===== src/rtl/pr_timer_dev.sv =====
// Processor-bus programmable down-counting timer: CTRL/PRESET/COUNT registers,
// one-shot or auto-reload operation and a level-sensitive maskable interrupt.
//
// state | meaning
// ------+---------------------------------------------------------------
// IDLE  | waiting for EN; COUNT holds its last value
// LOAD  | copy PRESET into COUNT
// CNT   | decrement COUNT each cycle until it reaches zero or EN drops
// INT   | raise PEND; reload (auto-reload) or clear EN and stop (one-shot)
module pr_timer_dev #(
    parameter logic [31:0] BASE_ADDR = 32'h0000_7F00
) (
    input  logic        clk,
    input  logic        rst,
    input  logic [31:2] PrAddr,
    input  logic [31:0] PrWD,
    input  logic [3:0]  PrBE,
    input  logic        IOWrite,
    output logic [31:0] PrRD,
    output logic        IRQ
);

    typedef enum logic [1:0] {
        S_IDLE = 2'd0,
        S_LOAD = 2'd1,
        S_CNT  = 2'd2,
        S_INT  = 2'd3
    } state_t;

    localparam logic [1:0] OFF_CTRL   = 2'd0;
    localparam logic [1:0] OFF_PRESET = 2'd1;
    localparam logic [1:0] OFF_COUNT  = 2'd2;

    state_t      state;
    logic        en;
    logic [1:0]  mode;
    logic        im;
    logic        pend;
    logic [31:0] preset;
    logic [31:0] count;

    logic        hit;
    logic [1:0]  offset;
    logic        wr_ctrl;
    logic        wr_preset;
    logic        freeze;
    logic        auto_reload;

    logic        en_nxt;
    logic [1:0]  mode_nxt;
    logic        im_nxt;
    logic        pend_nxt;

    assign hit         = (PrAddr[31:4] == BASE_ADDR[31:4]);
    assign offset      = PrAddr[3:2];
    assign wr_ctrl     = IOWrite && hit && (offset == OFF_CTRL) && PrBE[0];
    assign wr_preset   = IOWrite && hit && (offset == OFF_PRESET);
    assign auto_reload = (mode == 2'b01);

    // A store that clears EN stops the count on that same edge, so the value
    // software just read is the value that stays frozen.
    assign freeze      = wr_ctrl && !PrWD[0];

    // Control-field next values: the FSM's INT actions first, then the CPU
    // store overrides EN and always clears PEND.
    always_comb begin
        en_nxt   = en;
        mode_nxt = mode;
        im_nxt   = im;
        pend_nxt = pend;
        if (state == S_INT) begin
            pend_nxt = 1'b1;
            if (!auto_reload) begin
                en_nxt = 1'b0;
            end
        end
        if (wr_ctrl) begin
            en_nxt   = PrWD[0];
            mode_nxt = PrWD[2:1];
            im_nxt   = PrWD[3];
            pend_nxt = 1'b0;
        end
    end

    always_ff @(posedge clk) begin
        if (!rst) begin
            state  <= S_IDLE;
            en     <= 1'b0;
            mode   <= 2'b00;
            im     <= 1'b0;
            pend   <= 1'b0;
            preset <= 32'h0;
            count  <= 32'h0;
            IRQ    <= 1'b0;
        end else begin
            en   <= en_nxt;
            mode <= mode_nxt;
            im   <= im_nxt;
            pend <= pend_nxt;
            IRQ  <= im_nxt && pend_nxt;

            for (int i = 0; i < 4; i++) begin
                if (wr_preset && PrBE[i]) begin
                    preset[8*i +: 8] <= PrWD[8*i +: 8];
                end
            end

            case (state)
                S_IDLE: begin
                    if (en) begin
                        state <= S_LOAD;
                    end
                end
                S_LOAD: begin
                    count <= preset;
                    state <= S_CNT;
                end
                S_CNT: begin
                    if (!en) begin
                        state <= S_IDLE;
                    end else if (count == 32'h0) begin
                        state <= S_INT;
                    end else if (!freeze) begin
                        count <= count - 32'd1;
                    end
                end
                S_INT: begin
                    state <= auto_reload ? S_LOAD : S_IDLE;
                end
                default: begin
                    state <= S_IDLE;
                end
            endcase
        end
    end

    always_comb begin
        PrRD = 32'h0;
        if (hit) begin
            case (offset)
                OFF_CTRL:   PrRD = {27'h0, pend, im, mode, en};
                OFF_PRESET: PrRD = preset;
                OFF_COUNT:  PrRD = count;
                default:    PrRD = 32'h0;
            endcase
        end
    end

endmodule


===== config.mk =====
export PLATFORM = sky130hd
export DESIGN_NAME = pr_timer_dev
export DESIGN_NICKNAME = d
export VERILOG_FILES = /design/src/rtl/pr_timer_dev.sv
export SDC_FILE = /design/constraint.sdc
export NUM_CORES = 1
export LEC_CHECK = 0
export CAP_MARGIN = 20
export CORE_MARGIN = 3
export CORE_UTILIZATION = 25
export DETAILED_ROUTE_END_ITERATION = 10
export PLACE_DENSITY = 0.45
export SYNTH_ARGS = -nofsm -noshare
export SYNTH_HDL_FRONTEND = slang
export SYNTH_SLANG_ARGS = --single-unit
export TNS_END_PERCENT = 100

===== constraint.sdc =====
create_clock -name clk -period 3.1 [get_ports clk]
set_input_delay 0.31 -clock clk [delete_from_list [all_inputs] [get_ports clk]]
set_output_delay 0.31 -clock clk [all_outputs]
set_load 0.03 [all_outputs]

==> impl_metrics.csv, run 1 <==
group,metric,value,unit
layout,drive_gt1_frac,0.155,
timing,finalCriticalPeriod,2610,ps
logic_synthesis,yosysUniqueCellTypes,55,
critical_path,critPathArrivalTime,2300,ps
logic_synthesis,ys_async_sr_fraction,0,
grt,grt_max_degree,38,
pwr,power_density,353,nW/um^2
timing,slew_headroom,0.610,
status,outcome,"complete, no violations",
layout,fin_area,5990,sq um
detailed_routing,routed_wl,15100,microns
placed_design,dp_worst_setup_slack,395,ps
clocking,worstSkewPairLatency,350,ps
logic_synthesis,avgSynthCellArea,8.06,sq um
placed_design,dpl_cell_area,5700,sq um
detailed_routing,ant_nets,0,
grt,gr-total-overflow,0,
logic_synthesis,ys_warn_count,0,
pwr,ir_worst_vdd,0.247,mV
logic_synthesis,synth-simple-area-share,0.261,
critical_path,cp.required,2790,ps
logic_synthesis,syn-num-nets,607,
clocking,cts_made_buffers,9,
logic_synthesis,synth-seq-cells,72,
detailed_routing,drtIter0Drc,350,
floorplan,die_h,137,microns
critical_path,max_stage_delay,530,ps
floorplan,die_area,18900,sq um
logic_synthesis,synth_ff_type,"dfxtp_1",
min_path,min_path_type,"reg2reg",
logic_synthesis,synth_seq_area_share,0.334,
critical_path,r2r_slack,530,ps
timing,rsz0062_at_grt,"false",
layout,regArea,1440,sq um
timing,slew_viol_final,0,
detailed_routing,vias_per_cell,5.23,
grt,grt_pass1_wl,24200,microns
logic_synthesis,synth_top_family_by_area,"simple AND/OR/NAND/NOR gates",
critical_path,worstSetupPathType,"in2out",
critical_path,worst_setup_path_end_kind,"output pin",
floorplan,fp.dieW,137,microns
logic_synthesis,syn-cell-area,4320,sq um
logic_synthesis,synth_xor_area_frac,0,
grt,antenna_found_initial,0,
placed_design,io_buffers,101,
logic_synthesis,synthMuxAreaShare,0.0950,
layout,antenna_cells,0,
detailed_routing,wl_per_cell,17.6,microns
clocking,cts_root_buffer,"clkbuf_16",
timing,hold_viol,0,
layout,syn_to_final_growth,38.5,%
clocking,cts_tree,"built",
detailed_routing,drc,0,
placed_design,hpwl,10600,microns
timing,setup_viol,0,
layout,multi_input_area,2660,sq um
timing,setup_ws,495,ps
logic_synthesis,synth_compound_area_frac,0.251,
logic_synthesis,syn_inst,536,
layout,nets,700,
timing,fin_skew,9.53,ps
layout,fillCellCount,1730,
floorplan,core,16800,sq um
run,maxCapViolations,0,
critical_path,slowest_stage,"nor4b_1",
layout,fin_util,0.357,
clocking,clock_path_buffers,2,
detailed_routing,drt_pass1_iterations,5,
pwr,leakagePower,0.00205,uW
logic_synthesis,synth_edf_count,0,
detailed_routing,num_vias,4457,
placed_design,gp_congestion,0.813,
critical_path,path_max_fanout,22,
grt,grt_pass1_vias,4503,
clocking,post_cts_buffers,0,
floorplan,initial_core_util,0.258,
floorplan,rows,47,
clocking,cts_sinks,72,
pwr,total_power,2110,uW
timing,clock.fmax,384,MHz
timing,tightest_slew,581,ps
critical_path,critPathLaunchType,"input pin",
clocking,cts_resized,0,
clocking,clk_pin_slew_worst_paths,60,ps
grt,grtUsageTotal,0.163,
critical_path,crit_buf_inv,3,
critical_path,cpLargestDelayFamily,"simple AND/OR/NAND/NOR gates",
clocking,cts_max_level,3,
critical_path,crit_chain,"clkdlybuf4s50_1 -> nor4b_1 -> and4_1 -> nand2_1 -> buf_4 -> nor2_1 -> buf_12",
timing,period_share,0.840,
floorplan,ios,102,
clocking,postCtsHoldBufs,0,
logic_synthesis,synthAdderAreaFrac,0.00579,
timing,setup_tns,0,ps
==> placed cells by master (no fill, tap or decap), types with 13 or more instances in the layout <==
master / n
nor2_1: 108
dfxtp_1: 72
clkdlybuf4s50_1: 69
buf_4: 45
mux2i_1: 41
a22oi_1: 32
nand2_1: 25
a21oi_1: 25
o31ai_1: 19
nor3_1: 18
nor4_1: 15
a31oi_1: 14
buf_12: 13
==> metrics by stage <==
stage	hold WS [ps]	std cells
after global routing	524	853
after floorplan	446	536
after global placement	492	838
after CTS	506	853
after detailed placement	495	838
final	509	853
==> Yosys cell counts, types with 4 or more instances <==
master,n,share of area
a41oi_1,4,0.0081
clkbuf_1,38,0.033
nor2_1,108,0.094
o211a_1,5,0.012
nor2b_1,6,0.0087
a31oi_1,14,0.020
dfxtp_1,72,0.33
o311ai_1,4,0.0081
o311ai_0,12,0.024
buf_2,4,0.0046
mux2i_1,41,0.095
inv_1,9,0.0078
or3_1,9,0.013
o31ai_1,19,0.033
and2_1,4,0.0058
nor3_1,18,0.021
a21oi_1,25,0.029
a22oi_1,32,0.056
and3_1,4,0.0058
o21ai_0,11,0.013
nor4_4,4,0.020
o221a_2,7,0.018
nor4_1,15,0.022
nand2_1,25,0.022
==> power breakdown <==
part	leakage [uW]	total (uW)	switching, uW	internal, uW
registers	0.000580	925	0.000000149	925
clock network	0.000145	1040	402	636
logic	0.00132	148	60.8	87.6
total	0.00205	2110	462	1650
==> flip-flops by register name, summed over array words and instances (netlist names) <==
name and cells:
im 1, count 32, state 2, mode 2, preset 32, en 1, pend 1, IRQ 1
==> area by class of cell <==
cell class,instances,area share
Clock inverter,4,0.00752
Timing Repair Buffer,127,0.215
Clock buffer,11,0.0405
Sequential cell,72,0.241
Inverter,9,0.00564
Tap cell,220,0.0460
Multi-Input combinational cell,410,0.444
==> layer usage <==
layer	up-vias	wire, microns	share of wire	track usage
li1	2210	-	-	-
met1	2088	6870	0.46	0.212
met2	135	7190	0.48	0.264
met3	24	702	0.047	0.0358
met4	0	280	0.019	0.0582
met5	-	0	0	0
==> worst register-to-register path, delay by kind of cell, from the launching register on <==
kind | cells | cell delay (ps)
AOI/OAI and AO/OA | 1 | 220
buffers and inverters | 1 | 230
DFF | 1 | 350
and+or+nand+nor | 4 | 1720
==> cell families after synthesis <==
logic type	Yosys count
AOI/OAI and AO/OA	149
muxes	41
buffers and inverters	54
DFF	72
adders and majority gates	2
and+or+nand+nor	218
==> final timing paths <==
kind / endpoint / depth (start not counted) / startpoint
worst max-delay path: PrRD[9] / 7 / PrAddr[4]
worst min-delay path: count[19]$_SDFFE_PN0P_ / 2 / count[19]$_SDFFE_PN0P_
worst max register to register: count[15]$_SDFFE_PN0P_ / 6 / count[6]$_SDFFE_PN0P_
worst min register to register: count[19]$_SDFFE_PN0P_ / 2 / count[19]$_SDFFE_PN0P_
Power figures use the tool's default switching activity.
==> run 2, diff against run 1 <==
==> constraint.sdc (replaced) <==
create_clock -name clk -period 2.5 [get_ports clk]
set_input_delay 0.25 -clock clk [delete_from_list [all_inputs] [get_ports clk]]
set_output_delay 0.25 -clock clk [all_outputs]
set_load 0.03 [all_outputs]
==> run 2 against run 1 <==
Compared with the run above: clock-buffer cell count fell by 2; clock skew decreased by 2.6 ps; final cell count rose by 2.6%; via count is 3.3% higher; sequential cell count is the same; clock power is 36% higher; setup slack got worse by 390 ps; largest power group unchanged.
==> impl_metrics.csv, run 2 (synthesis gave the netlist of run 1 again) <==
group,metric,value,unit
critical_path,cpLargestDelayFamily,"simple AND/OR/NAND/NOR gates",
timing,slew_headroom,0.546,
pwr,pwr-share-clk,0.514,
timing,period_share,0.957,
clocking,clock_path_buffers,2,
grt,antenna_found_initial,0,
timing,slew_viol_final,0,
clocking,cts_max_level,3,
critical_path,worst_setup_path_end_kind,"output pin",
placed_design,dpl.cell_count,859,
floorplan,rows,47,
grt,grt_pass1_vias,4628,
placed_design,dp_worst_setup_slack,23.4,ps
floorplan,initial_core_util,0.258,
placed_design,hpwl,11000,microns
run,maxCapViolations,0,
critical_path,max_stage_delay,460,ps
layout,final_common_cell,"nor2_1",
critical_path,slowest_stage,"nor4b_1",
pwr,comb_power_share,0.068,
detailed_routing,drtIter0Drc,371,
pwr,power_density,436,nW/um^2
pwr,ir_worst_vdd,0.305,mV
critical_path,critPathArrivalTime,2140,ps
critical_path,crit_top_cell,"buf_12",
placed_design,io_buffers,101,
layout,layout_common_cells,"nor2_1, dfxtp_1, clkdlybuf4s50_1",
floorplan,core,16800,sq um
layout,syn_to_final_growth,45.6,%
critical_path,path_max_fanout,33,
detailed_routing,vias_per_cell,5.26,
layout,reg_top3,"count (32), preset (32)",
floorplan,fp.dieW,137,microns
grt,grtUsageTotal,0.167,
clocking,postCtsHoldBufs,0,
clocking,cts_made_buffers,9,
clocking,cts_root_buffer,"clkbuf_16",
pwr,p_switching,610,uW
detailed_routing,routed_wl,15700,microns
detailed_routing,wl_per_cell,17.9,microns
pwr,total_power,2740,uW
timing,setup_ws,106,ps
timing,setup_viol,0,
clocking,worstSkewPairLatency,350,ps
layout,drive_gt1_frac,0.188,
layout,fin_area,6290,sq um
pwr,intPower,2130,uW
pwr,p_sw_frac,0.222,
pwr,leakagePower,0.00220,uW
timing,rsz0062_at_grt,"false",
grt,grt_max_degree,42,
timing,setup_tns,0,ps
critical_path,critPathLaunchType,"input pin",
layout,fin_cells,875,
critical_path,crit_buf_inv,3,
floorplan,die_area,18900,sq um
timing,fin_skew,6.92,ps
grt,grt_pass1_wl,24900,microns
timing,clock.fmax,418,MHz
detailed_routing,ant_nets,0,
timing,tightest_slew,675,ps
critical_path,cp.required,2250,ps
status,outcome,"complete, no violations",
timing,finalCriticalPeriod,2390,ps
timing,hold_viol,0,
floorplan,die_h,137,microns
pwr,power_frac_seq,0.418,
critical_path,worstSetupPathType,"in2out",
layout,nets,721,
critical_path,crit_chain,"clkdlybuf4s50_1 -> nor4b_1 -> and4_1 -> nand2_1 -> buf_12 -> nor2_1 -> buf_12",
detailed_routing,num_vias,4603,
clocking,clk_pin_slew_worst_paths,60,ps
min_path,min_path_type,"reg2reg",
grt,gr-total-overflow,0,
detailed_routing,drt_pass1_iterations,4,
layout,antenna_cells,0,
clocking,cts_sinks,72,
clocking,cts_tree,"built",
placed_design,gp_congestion,0.803,
floorplan,ios,102,
detailed_routing,drc,0,
placed_design,dpl_cell_area,5960,sq um
-- run 2: cell type report --
type                       count  area [sq um]
tap                          220           275
sequential                    72          1440
fill                        1712         10500
clock buffer                   9           225
clock inverter                 7          95.1
multi-input combinational    410          2680
inverter                       9          33.8
timing repair buffer         148          1550
-- run 2: path summary, 6_finish.rpt --
kind                                              from                      to  slack (ps)  cells past startpoint
worst max register to register   count[8]$_SDFFE_PN0P_  count[20]$_SDFFE_PN0P_         190                      6
worst min-delay path            count[21]$_SDFFE_PN0P_  count[21]$_SDFFE_PN0P_         510                      2
worst max-delay path                         PrAddr[5]                PrRD[26]         110                      7
worst min register to register  count[21]$_SDFFE_PN0P_  count[21]$_SDFFE_PN0P_         510                      2
-- run 2: metal layers --
| metal | track usage | up-vias | part of all wire |
|---|---|---|---|
| li1 | - | 2248 | - |
| met1 | 0.224 | 2223 | 0.46 |
| met2 | 0.268 | 120 | 0.49 |
| met3 | 0.0347 | 12 | 0.050 |
| met4 | 0.0527 | 0 | 0.0083 |
| met5 | 0 | - | 0 |
-- run 2: tightest hold or removal path, cell delays in order, from the launching register on --
cell,delay (ps)
dfxtp_1,330
o311ai_1,70
o31ai_1,60
-- run 2: power groups by stage --
stage                     combinational [uW]  sequential, uW  clock, uW
after global routing                     198            1150       1490
after floorplan                         47.7            1170          0
final                                    188            1150       1410
after detailed placement                 188            1170          0
after CTS                                188            1150       1460
after global placement                   186            1170          0
-- run 2: per-stage QoR --
step / hold slack [ps] / util
final: 508 / 0.376
after global routing: 527 / 0.376
after CTS: 502 / 0.375
after detailed placement: 494 / 0.355
after global placement: 497 / 0.355
after floorplan: 386 / -
-- run 2: timing repair --
item / in CTS / in global routing
endpoints found under the setup margin: 0 / 22
gates resized for setup: 0 / 3
setup buffers: 0 / 0
